## src/rtl/sr_chk_sat_cnt.sv

```systemverilog
// Saturating up-counter with increment enable; sticks at all-ones.
module sr_chk_sat_cnt #(
   parameter int W = 8
) (
   input  logic         clk,
   input  logic         rst_n,
   input  logic         inc,
   output logic [W-1:0] cnt
);

   logic [W-1:0] cnt_q, cnt_d;

   always_comb begin
      cnt_d = cnt_q;
      if (inc && (cnt_q != {W{1'b1}})) cnt_d = cnt_q + 1'b1;
   end

   always_ff @(posedge clk or negedge rst_n) begin
      if (!rst_n) cnt_q <= '0;
      else        cnt_q <= cnt_d;
   end

   assign cnt = cnt_q;

endmodule

```

## config.mk

```make
export PLATFORM = sky130hd
export DESIGN_NAME = sr_chk_sat_cnt
export DESIGN_NICKNAME = d
export VERILOG_FILES = /design/src/rtl/sr_chk_sat_cnt.sv
export SDC_FILE = /design/constraint.sdc
export NUM_CORES = 1
export LEC_CHECK = 0
export BUFFER_PORTS_ARGS = -buffer_cell sky130_fd_sc_hd__buf_2
export CORE_AREA = 10 10 47 49
export DETAILED_ROUTE_END_ITERATION = 7
export DIE_AREA = 0 0 57 59
export PLACE_DENSITY_LB_ADDON = 0.15
export RECOVER_POWER = 100
export SETUP_SLACK_MARGIN = 0.4
export SYNTH_ARGS = -nofsm -noshare
export SYNTH_HDL_FRONTEND = slang
export SYNTH_SLANG_ARGS = --single-unit
```

## constraint.sdc

```tcl
create_clock -name clk -period 1.7 [get_ports clk]
set_input_delay 0.34 -clock clk [delete_from_list [all_inputs] [get_ports clk]]
set_output_delay 0.34 -clock clk [all_outputs]
set_load 0.1 [all_outputs]
```

# After elaboration in Yosys (flattened, before gate mapping)
# Cells that the tools add are included.
# totals
ff_bits	8
inputBits	3
word_cells	4
out_inout_bits	8
# classes
n_addsub	1
eq_ne	1
n_reduce_logical	1
# ops
cell	n
$add 8x1->8 const B	1
$ne 8x8->1 const B	1
$logic_and 1x1->1	1

# Logic depth before layout (Yosys ltp)
# Gate-level depths: netlist of run 1.
# logic_depth
depth_word	2
mapped_depth	4

# Least setup slack after synthesis of run 1
# No wires, ideal clock.
# synth_timing
kind	flip-flop to flip-flop
start	register cnt_q[0], in the netlist cnt[0]
end	register cnt_q[1], in the netlist cnt[1]
stages_incl_launch_ff	5
required_ns	1.572
t_arrival_ns	2.009
path_slack_ns	-0.437
setup_ns	0.128
period_less_slack_ns	2.137
path_buffers	0
cell_sequence	dfrtp_1 ha_1 nand4_1 o21ai_2 mux2_1
# synth_via
elab_chain_cells	2
word_cells_on_any_way	3
# synth_lines
element	line_no	rtl
from (decl)	11	logic [W-1:0] cnt_q, cnt_d;
from (signal assigned)	20	else cnt_q <= cnt_d;
branches (longest 2 deep; another with $add 8x1->8)	-	
# Parallel ways; which one is timed is not known.
# A chain may end at the register's enable or synchronous reset.

# Worst setup path in the final report of run 1
# layout_timing
start	register cnt_q[6], in the netlist cnt[6]
end	output cnt[6]
# layout_rtl
element	line_no	rtl
to (decl)	8	output logic [W-1:0] cnt
# No word-level cell between the ends.

==> results of run 1 <==
[cells in the mapped netlist]
library cell / count
and4_4: 1
a311oi_2: 1
a21oi_1: 2
a31oi_1: 2
and3_4: 1
nand2_1: 1
a41oi_1: 2
o21ai_2: 1
o21a_1: 1
nor2_1: 1
xnor2_1: 1
xor2_1: 1
mux2_1: 1
mux2_4: 1
ha_1: 1
nand3_1: 2
nand3_2: 1
nor3_1: 1
a21boi_0: 1
nand4_1: 1
o211ai_1: 1
dfrtp_1: 8
inv_1: 1
[worst min-delay path by stage]
| stage | start | to | slack (ps) | cells after the start |
|---|---|---|---|---|
| 6_report | inc | cnt[2] | 450 | 3 |
| 5_1_grt | inc | cnt[1] | 490 | 3 |
| 4_1_cts | inc | cnt[2] | 420 | 3 |
| 3_5_place_dp | rst_n | cnt[3] | 200 | 1 |
| 3_3_place_gp | rst_n | cnt[5] | 190 | 1 |
| 2_1_floorplan | rst_n | cnt[6] | 40 | 0 |
[metal layers]
layer  part of all wire, %  wire length (um)  vias up  GRT usage (%)
li1                      -                 -      172              -
met1                    42               467      183          7.108
met2                    46               511       11          9.767
met3                   7.4                81        5          4.292
met4                   3.5                38        0          7.047
met5                     0                 0        -              0
[repair_timing]
item / 4_1_cts / 5_1_grt
hold buffers: 1 / 0
gates resized for setup: 19 / 6
pin swaps: 3 / 4
buffers inserted: 5 / 0
endpoints found under the setup margin: 10 / 13
hold endpoints to repair: 8 / 0
[per-stage QoR]
stage	cell area (um2)	hold slack, ps
floorplan	445.4	44.41
global route	576.8	488.1
global placement	515.5	193.2
finish	576.8	447.8
detailed placement	515.5	198.0
CTS	650.6	417.9
[logic make-up (layout without fill, tap and decap cells)]
logic type / count (synthesis) / count (layout) / synth area share (%)
muxes: 2 / 2 / 6.440
adders and majority gates: 1 / 1 / 3.067
xor gates and xnor gates: 2 / 2 / 4.295
DFF: 8 / 8 / 49.08
and+or+nand+nor: 9 / 9 / 15.03
AOI/OAI and AO/OA: 11 / 11 / 21.17
buffers and inverters: 1 / 20 / 0.9194
[cell type report]
cell class	instances	area [um2]
Inverter	1	3.754
Clock buffer	3	22.52
Fill cell	156	824.5
Tap cell	16	20.02
Timing Repair Buffer	16	98.84
Sequential cell	8	225.2
Multi-Input combinational cell	25	206.4
==> results.yml, run 1 <==
cts:
  clock-sinks: 8
  root_buffer: "clkbuf_4"
  cts_buffer_depth: 2
  cts_buffers: 3
  cts_tree: "yes"
  htree_levels: 1
  clk_pin_slew_ps: 50
  clk_latency_ps: 270
die:
  core_area_mm2: 0.001401
  die_x_um: 57
  initial_utilization_pct: 29.11
  dieArea_mm2: 0.003363
  rows: 14
  die_y_um: 59
  ioPinCount: 11
critical_path:
  startpoint_type: "register"
  crit_chain: "clkbuf_2"
  crit_type: "register to output pin"
  critical_path.slowest_cell: "clkbuf_2"
  critical_path_peak_fanout: 8
  crit_start: "cnt[6]"
  worstRegToRegCells: 4
  worstPathArrival_ps: 1160
  reg2reg_to: "cnt[1]"
  cp_top_family: "buffers and inverters"
  cp.required_ps: 1360
  cp.depth: 1
  rrSetupSlack_ps: 300
  cp.buffers_inverters: 1
  end_kind: "output pin"
  r2r-start: "cnt[1]"
  critPathMaxStageDelay_ps: 480
  cp-endpoint: "cnt[6]"
placed_design:
  dp_slack_ps: 282.0
  dp.cells: 60
  port_buffers: 10
  dp_hpwl_um: 774.9
  place_congestion: 0.8485
route:
  wl_per_cell_um: 15.93
  drt-total-wl_mm: 1.099
  drt-pass1-iter-count: 3
  vias: 371
  drtIter0Drc: 5
  postRouteAntennaNets: 0
  drc: 0
  drt-vias-per-instance: 5.377
grt:
  track_usage_pct: 7.081
  grt_remaining_overflow: 0
  antenna_found_initial: 0
  grt_pass1_vias: 387
  grt_pass1_wl_mm: 1.828
  grt_start_max_net_pins: 9
yosys:
  yosys.area.top_type: "dfrtp_1"
  ys_ff_latch: 8
  syn_avg_cell_area_um2: 12.00
  ys_top_cells_by_area: "dfrtp_1, a41oi_1, a311oi_2, mux2_4, a31oi_1"
  synth_cells: 34
  syn_area_um2: 407.9
  ys_types: 23
  yosys_warnings: 0
  yosysSeqAreaShare_pct: 49.08
  synth_top_area_share_pct: 49.08
  synth_fp_nets: 38
sta:
  finalSetupViolCount: 0
  setup_slack_ps: 201.9
  max_freq_ghz: 0.6675
  finalMaxSlewViolations: 0
  worst_pin_slew_ps: 542.4
  max-slew-margin-rel_pct: 63.99
  hold_violations: 0
  tns_ps: 0
  fin_crit_ps: 1498
  post-route-period-util_pct: 88.13
  skew_ps: 9.160
  rsz0062_at_grt: "yes"
min_path:
  hp-class: "input pin to register"
run_status:
  status: "finished, final reports clean"
finish:
  diodes: 0
  layout_common_cells: "dfrtp_4, buf_4, clkbuf_4, buf_2, clkbuf_2"
  drive_above_1_share_pct: 56.60
  mostFrequentLayoutCell: "dfrtp_4"
  finish.net_count: 59
  final_util_pct: 41.16
  largest_reg_flops: 8
  finalNonFillerCells: 69
  area_growth_pct: 41.41
job:
  maxCapViolations: 0
Power of run 1 is left out: the tool's default activity adds up to more than one toggle a clock period on the data nets, which glitch-free logic cannot reach.
==> inputs of run 2 (changes only) <==
--- a/config.mk
+++ b/config.mk
@@ -11,6 +11,7 @@
 export DIE_AREA = 0 0 57 59
 export PLACE_DENSITY_LB_ADDON = 0.15
 export RECOVER_POWER = 100
+export REMOVE_ABC_BUFFERS = 1
 export SETUP_SLACK_MARGIN = 0.4
 export SYNTH_ARGS = -nofsm -noshare
 export SYNTH_HDL_FRONTEND = slang
==> run 2 against run 1 <==
Net effect:
- utilization fell by 0.089 points
- hold slack lost 39 ps
- first-iteration DRC count down 60%
- wire length decreased by 3.3%
- register-to-register slack improved by 30 ps
- clock skew fell by 5.8 ps
- count of clock-buffer cells in the layout stayed put
- die area stayed put
- setup slack improved by 7.3 ps
- design area decreased by 0.22%
- largest cell class unchanged
- highest routed layer unchanged
==> results.yml, run 2 (synthesized netlist as in run 1, its figures left out) <==
run_status:
  status: "finished, final reports clean"
route:
  drtIter0Drc: 2
  vias: 369
  drt-vias-per-instance: 5.271
  wl_per_cell_um: 15.19
  drt-pass1-iter-count: 4
  drt-total-wl_mm: 1.063
  drc: 0
  postRouteAntennaNets: 0
die:
  dieArea_mm2: 0.003363
  initial_utilization_pct: 29.11
  die_x_um: 57
  core_area_mm2: 0.001401
  die_y_um: 59
  rows: 14
  ioPinCount: 11
finish:
  diodes: 0
  register_area_um2: 209.0
  finalNonFillerCells: 70
  largest_reg_flops: 8
  finish.net_count: 60
  mostFrequentLayoutCell: "dfrtp_2"
  area_growth_pct: 41.10
  drive_above_1_share_pct: 51.85
  fill_cells: 151
  layout_common_cells: "dfrtp_2, clkbuf_2, clkbuf_4, buf_4"
  finalInstanceArea_um2: 575.6
  multi_input_area_um2: 193.9
critical_path:
  cp.required_ps: 1360
  crit_type: "register to output pin"
  critical_path_peak_fanout: 7
  worstPathArrival_ps: 1150
  startpoint_type: "register"
  critical_path.slowest_cell: "clkbuf_2"
  rrSetupSlack_ps: 330
  cp_top_family: "buffers and inverters"
  cp.buffers_inverters: 1
  critPathMaxStageDelay_ps: 480
  worstRegToRegCells: 5
  r2r-start: "cnt[0]"
  end_kind: "output pin"
  crit_chain: "clkbuf_2"
  reg2reg_to: "cnt[5]"
placed_design:
  place_area_um2: 478.0
  port_buffers: 10
  place_congestion: 0.8362
  dp_hpwl_um: 745.5
  dp.cells: 60
grt:
  track_usage_pct: 6.953
  grt_pass1_wl_mm: 1.814
  antenna_found_initial: 0
  grt_pass1_vias: 402
  grt_remaining_overflow: 0
  grt_start_max_net_pins: 9
cts:
  cts_tree: "yes"
  clk_pin_slew_ps: 50
  clk_latency_ps: 260
  cts_buffers: 3
  htree_levels: 1
  cts_buffer_depth: 2
  root_buffer: "clkbuf_4"
  clock-sinks: 8
sta:
  finalSetupViolCount: 0
  worst_pin_slew_ps: 557.0
  hold_slack_ps: 409.1
  hold_violations: 0
  finalMaxSlewViolations: 0
  tns_ps: 0
  fin_crit_ps: 1491
  max_freq_ghz: 0.6708
  max-slew-margin-rel_pct: 63.03
  rsz0062_at_grt: "yes"
  skew_ps: 3.388
  post-route-period-util_pct: 87.69
job:
  maxCapViolations: 0
min_path:
  hp-class: "input pin to register"
  worstHoldPathCells: 3
  hp-start: "inc"
  min_to: "cnt[2]"
## run 2: cell count changes in the layout (fill, tap and decap cells not counted), sizes merged
cell	before	now
clkbuf	9	11
buf	9	8
## run 2: timing repair
item / CTS / global route
resized for setup: 29 / 4
pin swaps: 3 / 2
setup buffers: 6 / 0
hold endpoints to repair: 8 / 0
hold buffers: 1 / 0
setup endpoints to repair: 11 / 9
## run 2: through the flow
stage | setup slack, ps | utilization (%)
after global placement | 239.4 | 34.11
after global routing | 166.9 | 41.07
after CTS | 345.7 | 45.98
after floorplan | -437.3 | -
after detailed placement | 209.1 | 34.11
final | 209.2 | 41.07
## run 2: worst reg2reg max path: stages, from the launching register on
cell and delay, ps:
dfrtp_1 400, ha_1 240, nand4_1 130, clkbuf_4 150, nand2_1 40, mux2_1 290
## run 2: area by class of cell
class                           count  share of cell area, %
Sequential cell                     8                  36.30
Multi-Input combinational cell     25                  33.70
Clock buffer                        3                  3.913
Tap cell                           16                  3.478
Timing Repair Buffer               17                  21.96
Inverter                            1                 0.6522
## run 2: worst max-delay path by stage
stage | from | end | slack, ps | cells past startpoint
global route | cnt[4] | cnt[4] | 170 | 1
finish | cnt[7] | cnt[7] | 210 | 1
detailed placement | cnt[0] | cnt[1] | 210 | 4
floorplan | cnt[0] | cnt[1] | -440 | 4
CTS | cnt[1] | cnt[1] | 350 | 1
global placement | cnt[0] | cnt[1] | 240 | 4
## run 2: per-layer routing
layer	up-vias	track usage, %	wire [um]	share of wire [%]
li1	174	-	-	-
met3	5	3.219	92	8.7
met2	12	11.63	509	48
met4	0	5.034	36	3.4
met5	-	0	0	0
met1	178	6.634	425	40
Power of run 2 is left out for the same reason.
